File: config.mk
export PLATFORM = sky130hd
export DESIGN_NAME = fp_normalize_round
export DESIGN_NICKNAME = d
export VERILOG_FILES = /design/src/rtl/fp_normalize_round.sv
export SDC_FILE = /design/constraint.sdc
export NUM_CORES = 1
export LEC_CHECK = 0
export ABC_AREA = 1
export CORE_MARGIN = 3
export CORE_UTILIZATION = 45
export CTS_BUF_LIST = sky130_fd_sc_hd__clkbuf_4
export CTS_CLUSTER_DIAMETER = 50
export CTS_CLUSTER_SIZE = 40
export DETAILED_ROUTE_END_ITERATION = 8
export HOLD_SLACK_MARGIN = 0.1
export PLACE_DENSITY = 0.67
export SYNTH_ARGS = -nofsm -noshare
export SYNTH_HDL_FRONTEND = slang
export SYNTH_SLANG_ARGS = --single-unit
export TNS_END_PERCENT = 1
File: constraint.sdc
create_clock -name clk -period 6.2 [get_ports clk]
set_clock_uncertainty 0.1 [all_clocks]
set_input_delay 0.62 -clock clk [delete_from_list [all_inputs] [get_ports clk]]
set_output_delay 0.62 -clock clk [all_outputs]
set_load 0.05 [all_outputs]
File: src/rtl/fp_normalize_round.sv
// fp_normalize_round
//   Last stage of the FP add/sub datapath. It takes the aligned,
//   carry-adjusted mantissa from the operation stage and:
//     1. normalizes it by the leading-zero count, limited so that the
//        exponent never drops below 1 (subnormal results keep exponent
//        field 0);
//     2. rounds to nearest, ties to even;
//     3. packs the IEEE-754 word and saturates to infinity on overflow.
//   Sequence: IDLE -> NORMALIZE -> ROUND -> DONE. The first DONE cycle packs
//   the result. out_valid rises three edges after the accept edge.
//
// Optional feature macro: FP_ADD_FLAGS_EN
//   When defined, the flags port {overflow, underflow, inexact} and its logic
//   are present. When undefined, neither exists. Result behaviour is the
//   same in both builds.
//
// Ports
//   clk            : clock, rising edge
//   reset          : synchronous, active-high
//   in_valid       : upstream data valid
//   in_ready       : high only in IDLE (combinational from state)
//   mant_in        : {hidden, fraction, G, R, S}
//   leading_zeros  : leading-zero count of mant_in
//   exp_in         : exponent of the larger-magnitude operand
//   carry          : carry out of the mantissa adder
//   real_operation : 1 = effective subtraction
//   real_sign      : sign of the result
//   out_valid      : result valid (registered)
//   out_ready      : downstream accepts
//   result         : packed {sign, exponent, fraction} (registered)
//   flags          : {overflow, underflow, inexact} (FP_ADD_FLAGS_EN only)

module fp_normalize_round #(
   parameter  int Size     = 32,
   localparam int ExpSize  = (Size == 64) ? 11 : 8,
   localparam int MantSize = (Size == 64) ? 52 : 23,
   localparam int MantW    = MantSize + 4,
   localparam int LzW      = $clog2(MantSize + 4)
) (
   input  logic               clk,
   input  logic               reset,
   input  logic               in_valid,
   output logic               in_ready,
   input  logic [MantW-1:0]   mant_in,
   input  logic [LzW-1:0]     leading_zeros,
   input  logic [ExpSize-1:0] exp_in,
   input  logic               carry,
   input  logic               real_operation,
   input  logic               real_sign,
   output logic               out_valid,
   input  logic               out_ready,
`ifdef FP_ADD_FLAGS_EN
   output logic [2:0]         flags,
`endif
   output logic [Size-1:0]    result
);

   localparam logic [1:0] ST_IDLE      = 2'd0;
   localparam logic [1:0] ST_NORMALIZE = 2'd1;
   localparam logic [1:0] ST_ROUND     = 2'd2;
   localparam logic [1:0] ST_DONE      = 2'd3;

   localparam logic [ExpSize:0] EXP_ONE = {{ExpSize{1'b0}}, 1'b1};
   // The all-ones biased exponent. It is the first value that cannot be finite.
   localparam logic [ExpSize:0] EXP_MAX = {1'b0, {ExpSize{1'b1}}};

   logic [1:0]         r_state;
   logic [MantW-1:0]   r_mant;
   logic [LzW-1:0]     r_lz;
   logic [ExpSize:0]   r_exp;       // one extra bit so carries never wrap
   logic               r_sign;
   logic               r_zero;
   logic               r_subnormal;
   logic               r_out_valid;
   logic [Size-1:0]    r_result;

   // ---------------------------------------------------------------
   // Normalization shift: min(lz, exp-1), or 0 when exp is 0
   // ---------------------------------------------------------------
   logic [ExpSize:0]   w_lz_ext;
   logic [ExpSize:0]   w_exp_m1;
   logic [ExpSize:0]   w_shift;
   logic [MantW-1:0]   w_mant_shifted;

   assign w_lz_ext = {{(ExpSize + 1 - LzW){1'b0}}, r_lz};
   assign w_exp_m1 = r_exp - EXP_ONE;

   always_comb begin
      w_shift = '0;
      if (r_exp != '0) begin
         w_shift = (w_lz_ext > w_exp_m1) ? w_exp_m1 : w_lz_ext;
      end
   end

   assign w_mant_shifted = r_mant << w_shift;

   // ---------------------------------------------------------------
   // Round to nearest even on {hidden, fraction}
   // ---------------------------------------------------------------
   logic                w_lsb;
   logic                w_guard;
   logic                w_sticky;
   logic                w_inc;
   logic [MantSize+1:0] w_rounded;   // [MantSize+1] = carry out of hidden

   assign w_lsb     = r_mant[3];
   assign w_guard   = r_mant[2];
   assign w_sticky  = r_mant[1] | r_mant[0];
   assign w_inc     = w_guard & (w_lsb | w_sticky);
   assign w_rounded = {1'b0, r_mant[MantW-1:3]} + {{(MantSize + 1){1'b0}}, w_inc};

`ifdef FP_ADD_FLAGS_EN
   logic       r_inexact;
   logic [2:0] r_flags;
`endif

   always_ff @(posedge clk) begin
      if (reset) begin
         r_state     <= ST_IDLE;
         r_mant      <= '0;
         r_lz        <= '0;
         r_exp       <= '0;
         r_sign      <= 1'b0;
         r_zero      <= 1'b0;
         r_subnormal <= 1'b0;
         r_out_valid <= 1'b0;
         r_result    <= '0;
`ifdef FP_ADD_FLAGS_EN
         r_inexact   <= 1'b0;
         r_flags     <= '0;
`endif
      end else begin
         case (r_state)
            ST_IDLE: begin
               if (in_valid) begin
                  r_mant  <= mant_in;
                  r_lz    <= leading_zeros;
                  // A carry only moves the exponent on an effective addition.
                  r_exp   <= {1'b0, exp_in}
                             + {{ExpSize{1'b0}}, carry & ~real_operation};
                  r_sign  <= real_sign;
                  r_state <= ST_NORMALIZE;
               end
            end

            ST_NORMALIZE: begin
               r_zero      <= (r_mant == '0);
               r_mant      <= w_mant_shifted;
               r_exp       <= r_exp - w_shift;
               r_subnormal <= ~w_mant_shifted[MantW-1];
               r_state     <= ST_ROUND;
            end

            ST_ROUND: begin
`ifdef FP_ADD_FLAGS_EN
               r_inexact <= w_guard | w_sticky;
`endif
               r_mant[2:0] <= 3'b000;
               if (w_rounded[MantSize+1]) begin
                  // 1.11..1 rounded up: the mantissa becomes 1.00..0 one binade higher.
                  r_mant[MantW-1:3] <= {1'b1, {MantSize{1'b0}}};
                  r_exp             <= r_exp + EXP_ONE;
               end else begin
                  r_mant[MantW-1:3] <= w_rounded[MantSize:0];
                  // A subnormal that rounds into the hidden bit becomes the
                  // smallest normal number. Otherwise its exponent field is 0.
                  if (r_subnormal) begin
                     r_exp <= w_rounded[MantSize] ? EXP_ONE : '0;
                  end
               end
               r_state <= ST_DONE;
            end

            ST_DONE: begin
               if (!r_out_valid) begin
                  // First DONE cycle: pack the result. It then holds until it is taken.
                  r_out_valid <= 1'b1;
                  if (r_zero) begin
                     r_result <= '0;
                  end else if (r_exp >= EXP_MAX) begin
                     r_result <= {r_sign, {ExpSize{1'b1}}, {MantSize{1'b0}}};
                  end else begin
                     r_result <= {r_sign, r_exp[ExpSize-1:0], r_mant[MantW-2:3]};
                  end
`ifdef FP_ADD_FLAGS_EN
                  r_flags <= {~r_zero & (r_exp >= EXP_MAX),
                              ~r_zero & r_subnormal & r_inexact,
                              r_inexact};
`endif
               end else if (out_ready) begin
                  r_out_valid <= 1'b0;
                  r_state     <= ST_IDLE;
               end
            end

            default: r_state <= ST_IDLE;
         endcase
      end
   end

   assign in_ready  = (r_state == ST_IDLE);
   assign out_valid = r_out_valid;
   assign result    = r_result;
`ifdef FP_ADD_FLAGS_EN
   assign flags     = r_flags;
`endif

endmodule

### Yosys cells after proc, flatten, opt, wreduce, memory -nomap -nowiden

Cells that the tools add are included.

| cells by class | value |
|---|---|
| order comparisons | 2 |
| reduce and logical (&&, ||, !) cells | 9 |
| bitwise operators | 7 |
| $mul | 0 |
| divide/modulo/power cells | 0 |
| muxes and demuxes | 18 |
| equal/unequal tests | 7 |
| add/subtract/negate cells | 5 |
| shifts and indexed selects | 1 |

Operator list:

| cell | number |
|---|---|
| $pmux W27 S3 | 1 |
| $mux W9 | 5 |
| $mux W32 | 1 |
| $mux W31 | 1 |
| $logic_not A27 Y1 | 1 |
| $mux W27 | 1 |
| $pmux W9 S3 | 1 |
| $shl A27 B9 Y27 | 1 |
| $add A24 B1 Y25 | 1 |
| $mux W24 | 1 |
| $add A8 B1 Y9 | 1 |
| $add A9 B1 Y9 const B | 1 |
| $ge A9 B8 Y1 const B | 1 |
| $gt A5 B9 Y1 | 1 |
| $reduce_bool A9 Y1 | 1 |
| $sub A9 B1 Y9 const B | 1 |
| $sub A9 B9 Y9 | 1 |
| $pmux W2 S4 | 1 |
| $mux W2 | 3 |
| $ne A2 B2 Y1 const B | 3 |
| $reduce_and A2 Y1 | 3 |
| $reduce_and A3 Y1 | 2 |
| $eq A2 B2 Y1 const B | 2 |
| $mux W1 | 3 |
| other kinds (7) | 11 |

| storage, ports and cells | value |
|---|---|
| memory bits (writable) | 0 |
| bits in registers | 79 |
| logic and storage cells | 58 |
| output and inout bits | 34 |
| memories kept | 0 |
| latch bits | 0 |
| bits in read-only memories | 0 |
| input port bits | 47 |

### Longest topological paths before layout

Gate-level depths: netlist (run 1).

| logic depth | value |
|---|---|
| depth in word-level cells | 8 |
| depth in mapped cells | 33 |

### Least setup slack after synthesis (run 1)

OpenSTA, ideal clock, no wires.

| path | value |
|---|---|
| path kind | register to register |
| from | register r_exp[0] |
| to | register r_exp[8] |
| clock period less this slack | 4.211 ns |
| cell stages (with the launch flop) | 33 |
| data arrival time | 4.037 ns |
| slack | 1.989 ns |
| cells stage by stage | dfxtp_1 -> inv_1 -> ha_1 -> nand2_2 -> xor2_1 -> ha_1 -> nand3_1 -> nor2_1 -> nor2_1 -> nand2_1 -> nor2_2 -> inv_2 -> nor2_8 -> nand2_2 -> nand3_2 -> buf_2 -> inv_1 -> ha_1 -> fa_1 -> inv_1 -> a21oi_1 -> o21ai_0 -> nand2_1 -> nand2_1 -> nand2_1 -> nand2_1 -> nand2_1 -> nand2_1 -> a21oi_1 -> xor2_1 -> o22ai_1 -> nand2_1 -> a31oi_1 |

| between the ends | value |
|---|---|
| word-level cells in the longest chain between the ends | 6 |
| elaborated cells between the ends (all ways) | 9 |

Ends and longest elaborated chain:

| what | line | text |
|---|---|---|
| from (decl) | 70 | `logic [ExpSize:0] r_exp;` |
| from (signal assigned) | 139 | `r_exp <= {1'b0, exp_in}` |
| from (signal assigned) | 149 | `r_exp <= r_exp - w_shift;` |
| from (signal assigned) | 162 | `r_exp <= r_exp + EXP_ONE;` |
| $sub A9 B1 Y9 | 86 | `assign w_exp_m1 = r_exp - EXP_ONE;` |
| $gt A5 B9 Y1 | 91 | `w_shift = (w_lz_ext > w_exp_m1) ? w_exp_m1 : w_lz_ext;` |
| $mux W9 | 91 |  |
| $mux W9 | 90 | `if (r_exp != '0) begin` |
| $sub A9 B9 Y9 | 149 |  |
| $pmux W9 S3 (*) | 133 | `case (r_state)` |

Mark *: on every way between the ends. The rest lies on a longest branch, timed or not.
A chain may end at the register's enable or synchronous reset.

### Worst setup path in the final report (run 1)

| path | value |
|---|---|
| from | register r_exp[0] |
| to | register r_exp[7] |

Same word-level chain as after synthesis.

==> impl_metrics.tcl, run 1 <==
set metrics [dict create \
    period_needed_ns 4.92 \
    drive_above_1_share_pct 4.94 \
    synthToLayoutAreaGrowth_pct 12.8 \
    postCtsHoldBufs 0 \
    hold_viol 0 \
    arrival_ns 5.24 \
    synth_cells 1103 \
    cp-start-kind "register" \
    syn-mean-instance-area_um2 6.03 \
    tns_ns 0 \
    critPathRequiredTime_ns 6.52 \
    numCtsBuffers 9 \
    ys_top_cells_by_area "dfxtp_1 (24%), nand3_1 (17%), nand2_1 (15%)" \
    synth_common_cells "nand2_1 (263), nand3_1 (231), nor2_1 (101)" \
    p_seq_share_pct 21.0 \
    grt_max_degree 58 \
    fin_nets 1202 \
    async_flop_share_pct 0 \
    cts_resized 0 \
    setup.worst_path.end_class "register" \
    synth_edf_count 0 \
    io_pins 81 \
    synth_top_area_share_pct 23.8 \
    fill_cells 1514 \
    globalRoute.totalOverflow 0 \
    fmax_mhz 203 \
    die_w_um 128 \
    vias 7472 \
    insertion_delay_ns 0.49 \
    core_um2 14100 \
    setup_violations 0 \
    antenna_found_initial 1 \
    clkSinkCount 79 \
    wl_um 21600 \
    start_util_pct 47.0 \
    drc 0 \
    p_sw_uw 2330 \
    synth.most_common_cell "nand2_1" \
    slowest_delay_ns 0.47 \
    slew_violations 0 \
    first_iter_violations 800 \
    ant_nets 0 \
    grt_util_all_layers_pct 26.9 \
    ys_seq_area_share_pct 23.8 \
    seq_area_um2 1580 \
    place_congestion 0.989 \
    cts_root_buffer "clkbuf_4" \
    path_clk_slew_ns 0.15 \
    clkPwrFrac_pct 8.1 \
    cts_tree "yes" \
    crit_top_cell "nand2_1" \
    p_total_uw 3940 \
    clockBufferDepth 2 \
    p_int_uw 1620 \
    cts-htree-levels 3 \
    power_leakage_uw 0.00307 \
    post_cts_buffers 0 \
    die_y_um 128 \
    dr.pass1.iters 6 \
    ys_types 47 \
    p_sw_share_pct 59.0 \
    cp_slowest_cell "dfxtp_1" \
    drv_cap 0 \
    grt_pass1_wl_um 35100 \
    ys_ff_latch 79 \
    multi_input_area_um2 4400 \
    dieArea_um2 16300 \
    num_rows 43 \
    p_comb_share_pct 70.9 \
    slew_headroom_pct 25.6 \
    portBuffers 80 \
    peakVddDrop_v 0.000291 \
    synth-main-ff-cell "dfxtp_1" \
    ys_warn_count 0 \
    critPathMaxFanout 29 \
    finalCritPeriodShare_pct 79.4 \
    dp_hpwl_um 16000 \
    grt_pass1_vias 6688 \
    power_density_nw_per_um2 526 \
    viasPerCell 5.68 \
    synth_area_um2 6650 \
    wl_per_cell_um 16.4 \
    worst_pin_slew_ns 1.12 \
    synth_top_cell_by_area "dfxtp_1" \
    rsz0062_at_grt "false" \
    min_path_type "register to register" \
    status "completed" \
    path_class "register to register" \
]
[cell type report]
cell class                      instances  area share, %
Sequential cell                        79           21.1
Antenna cell                            1         0.0333
Tap cell                              180           3.00
Multi-Input combinational cell        869           58.6
Timing Repair Buffer                   89           11.5
Clock buffer                            9          0.900
Clock inverter                          7          0.817
Inverter                               81           4.05
[worst paths after layout]
kind,from,to,slack [ns],cells past startpoint
worst max-delay path,r_exp[0],r_exp[7],1.28,30
worst min-delay path,result[10],result[10],0.38,2
worst max register to register,r_exp[0],r_exp[7],1.28,30
worst min register to register,result[10],result[10],0.38,2
[routing by layer]
metal | vias up | track usage, % | wire length (µm)
met4 | 0 | 6.74 | 369
met5 | - | 0 | 0
met3 | 30 | 5.98 | 1670
li1 | 3745 | - | -
met2 | 289 | 38.6 | 8990
met1 | 3408 | 40.5 | 10600
[state kept, by name, summed over array words and instances (netlist names)]
signal and count:
result 32, r_subnormal 1, r_zero 1, r_state 2, r_mant 27, out_valid 1, r_sign 1, r_exp 9
r_lz 5
[through the flow]
| step | cell area, µm² | hold slack (ns) | setup WS (ns) | utilization [%] | instances |
|---|---|---|---|---|---|
| 4_1_cts | 7500 | 0.354 | 1.27 | 53.0 | 1314 |
| 2_1_floorplan | 6660 | 0.341 | 1.99 | - | 1105 |
| 5_1_grt | 7500 | 0.355 | 0.758 | 53.0 | 1315 |
| 3_5_place_dp | 7370 | 0.355 | 1.31 | 52.1 | 1298 |
| 6_report | 7500 | 0.376 | 1.28 | 53.0 | 1315 |
| 3_3_place_gp | 7370 | 0.352 | 1.41 | 52.1 | 1298 |
[layout by cell type (no fill, tap or decap), types with 2 or more instances in the layout]
cell / instances
nand2_1: 263
nand3_1: 231
nor2_1: 100
a21oi_1: 86
clkdlybuf4s50_1: 79
dfxtp_1: 79
inv_1: 73
o21ai_0: 46
ha_1: 24
xor2_1: 17
nand4_1: 15
o211ai_1: 9
clkbuf_4: 9
buf_4: 9
nor2_2: 8
nor3_1: 8
xnor2_1: 7
nor4_1: 7
clkinv_1: 5
a221oi_1: 5
inv_2: 4
nand2_2: 4
nand3_2: 4
inv_6: 4
a31oi_1: 3
nand3b_1: 3
conb_1: 3
nor2_8: 2
nor2_4: 2
nand2_4: 2
a21oi_2: 2
o21ai_1: 2
o22ai_1: 2
nor3b_1: 2
inv_8: 2
[worst max-delay path: cells and delay by family, from the launching register on]
family	cells	cell delay, ns
compound gates	3	0.40
flops	1	0.47
fa+ha+maj	3	0.91
xor+xnor	2	0.33
buf+inv	6	0.71
simple gates	16	1.93
[cell families (layout without fill, tap and decap cells)]
family	after synthesis	count (layout)	synth area share, %
compound gates	162	162	13.4
xor+xnor	24	24	3.16
fa+ha+maj	26	26	5.00
buf+inv	157	186	10.3
flops	79	79	23.8
other cells	1	4	0.0564
simple gates	654	654	44.3
[power by group through the flow]
stage	combinational, µW	sequential, µW	clock [µW]
floorplan	2240	759	0
global placement	2740	833	0
detailed placement	2760	834	0
CTS	2770	822	329
global route	3150	847	350
finish	2800	830	319
Power figures use the tool's default switching activity.
==> inputs of run 2 (changes only) <==
Clock period 6.2 ns to 4.58 ns, I/O delays scaled along.
==> run 2 against run 1 <==
Net effect: setup slack got worse by 0.80 ns; flip-flop and latch count unchanged; largest power group unchanged; critical path depth unchanged; via count increased by 1.3%; critical path type unchanged; power increased by 38%; clock power increased by 36%; combinational power increased by 39%; die area unchanged; clock-buffer cell count unchanged; hold slack got worse by 0.0018 ns; sequential power increased by 33%; non-clock buffer count increased by 8.
==> impl_metrics.tcl, run 2 (synthesized netlist as in run 1, its figures left out) <==
set metrics [dict create \
    crit_top_cell "nand2_1" \
    insertion_delay_ns 0.49 \
    power_leakage_uw 0.00311 \
    largest_reg_flops 32 \
    wl_per_cell_um 16.7 \
    status "completed" \
    cp-start-kind "register" \
    hp-start "result[17]" \
    post_cts_buffers 0 \
    portBuffers 80 \
    grt_util_all_layers_pct 26.8 \
    setup_ws_ns 0.479 \
    die_w_um 128 \
    ant_nets 0 \
    hold_viol 0 \
    tns_ns 0 \
    cts-htree-levels 3 \
    wl_um 22100 \
    worst_pin_slew_ns 1.11 \
    drive_above_1_share_pct 5.87 \
    vias 7568 \
    arrival_ns 4.43 \
    start_util_pct 47.0 \
    slew_headroom_pct 26.1 \
    place_congestion 0.978 \
    clkSinkCount 79 \
    setup_violations 0 \
    setup.worst_path.end_class "register" \
    dp_hpwl_um 16300 \
    first_iter_violations 907 \
    viasPerCell 5.72 \
    numCtsBuffers 9 \
    clockBufferDepth 2 \
    io_pins 81 \
    period_needed_ns 4.10 \
    grt_max_degree 69 \
    slowest_delay_ns 0.36 \
    cts_tree "yes" \
    reg2reg_setup_slack_ns 0.48 \
    power_density_nw_per_um2 716 \
    p_total_uw 5430 \
    peakVddDrop_v 0.000436 \
    rr_worst_depth 30 \
    path_class "register to register" \
    dr.pass1.iters 6 \
    num_rows 43 \
    grt_pass1_wl_um 35500 \
    critPathRequiredTime_ns 4.91 \
    path_clk_slew_ns 0.16 \
    dpl-instance-area_um2 7430 \
    fmax_mhz 244 \
    fin_nets 1210 \
    grt_pass1_vias 6648 \
    core_um2 14100 \
    globalRoute.totalOverflow 0 \
    drv_cap 0 \
    cts_resized 0 \
    synthToLayoutAreaGrowth_pct 13.9 \
    postCtsHoldBufs 0 \
    rsz0062_at_grt "false" \
    r2r-end "r_exp[8]" \
    cp_slowest_cell "dfxtp_1" \
    min_to "result[17]" \
    die_y_um 128 \
    min_path_type "register to register" \
    fill_cells 1499 \
    antenna_found_initial 1 \
    final_common_cell "nand2_1" \
    mostFrequentLayoutCells "nand2_1 (263), nand3_1 (231), nor2_1 (100)" \
    dieArea_um2 16300 \
    design_area_um2 7580 \
    drc 0 \
    cts_root_buffer "clkbuf_4" \
    slew_violations 0 \
    critPathMaxFanout 8 \
    hold_path_depth 2 \
    pre_cts_ws_ns 0.375 \
    r2r_start "r_exp[0]" \
    finalCritPeriodShare_pct 89.5 \
]
==> run 2: stage by stage <==
step	hold slack (ns)	std cells	utilization (%)
2_1_floorplan	0.341	1105	-
3_3_place_gp	0.358	1306	52.5
3_5_place_dp	0.357	1306	52.5
4_1_cts	0.377	1322	53.4
5_1_grt	0.390	1323	53.6
6_report	0.374	1323	53.6
==> run 2: worst max-delay path by stage <==
stage	startpoint	end	slack, ns	cells after the start
finish	r_exp[0]	r_exp[8]	0.48	30
global route	r_exp[1]	r_exp[8]	0.03	31
CTS	r_exp[1]	r_exp[8]	0.31	31
detailed placement	r_exp[1]	r_exp[8]	0.38	31
global placement	r_exp[1]	r_exp[8]	0.43	31
floorplan	r_exp[0]	r_exp[8]	0.37	32
==> run 2: critical path, delay by kind of cell (launching register included) <==
kind / cells / cell delay [ns]
adders and majority gates: 4 / 1.23
xor gates and xnor gates: 1 / 0.14
buffers and inverters: 5 / 0.50
and+or+nand+nor: 15 / 1.16
AOI/OAI and AO/OA: 5 / 0.54
DFF: 1 / 0.36
==> run 2: cell type report <==
class | count | area (µm²) | area share, %
diodes | 1 | 2.50 | 0.0330
repair buffers | 97 | 923 | 12.2
clock buffers | 9 | 67.6 | 0.892
multi-input cells | 869 | 4410 | 58.2
inverters | 81 | 304 | 4.01
clock inverters | 7 | 61.3 | 0.809
flip-flops and latches | 79 | 1580 | 20.9
well taps | 180 | 225 | 2.97
==> run 2: metal layers <==
layer	share of wire [%]	vias to the layer above	GRT usage [%]
met5	0	-	0
met4	1.3	0	4.68
met3	8.5	28	5.77
met2	41	326	37.9
met1	49	3462	41.9
li1	-	3752	-
==> run 2: power by group <==
| group | internal (µW) | switching [µW] | total [µW] |
|---|---|---|---|
| clock | 124 | 311 | 435 |
| combinational | 1270 | 2620 | 3890 |
| sequential | 845 | 256 | 1100 |
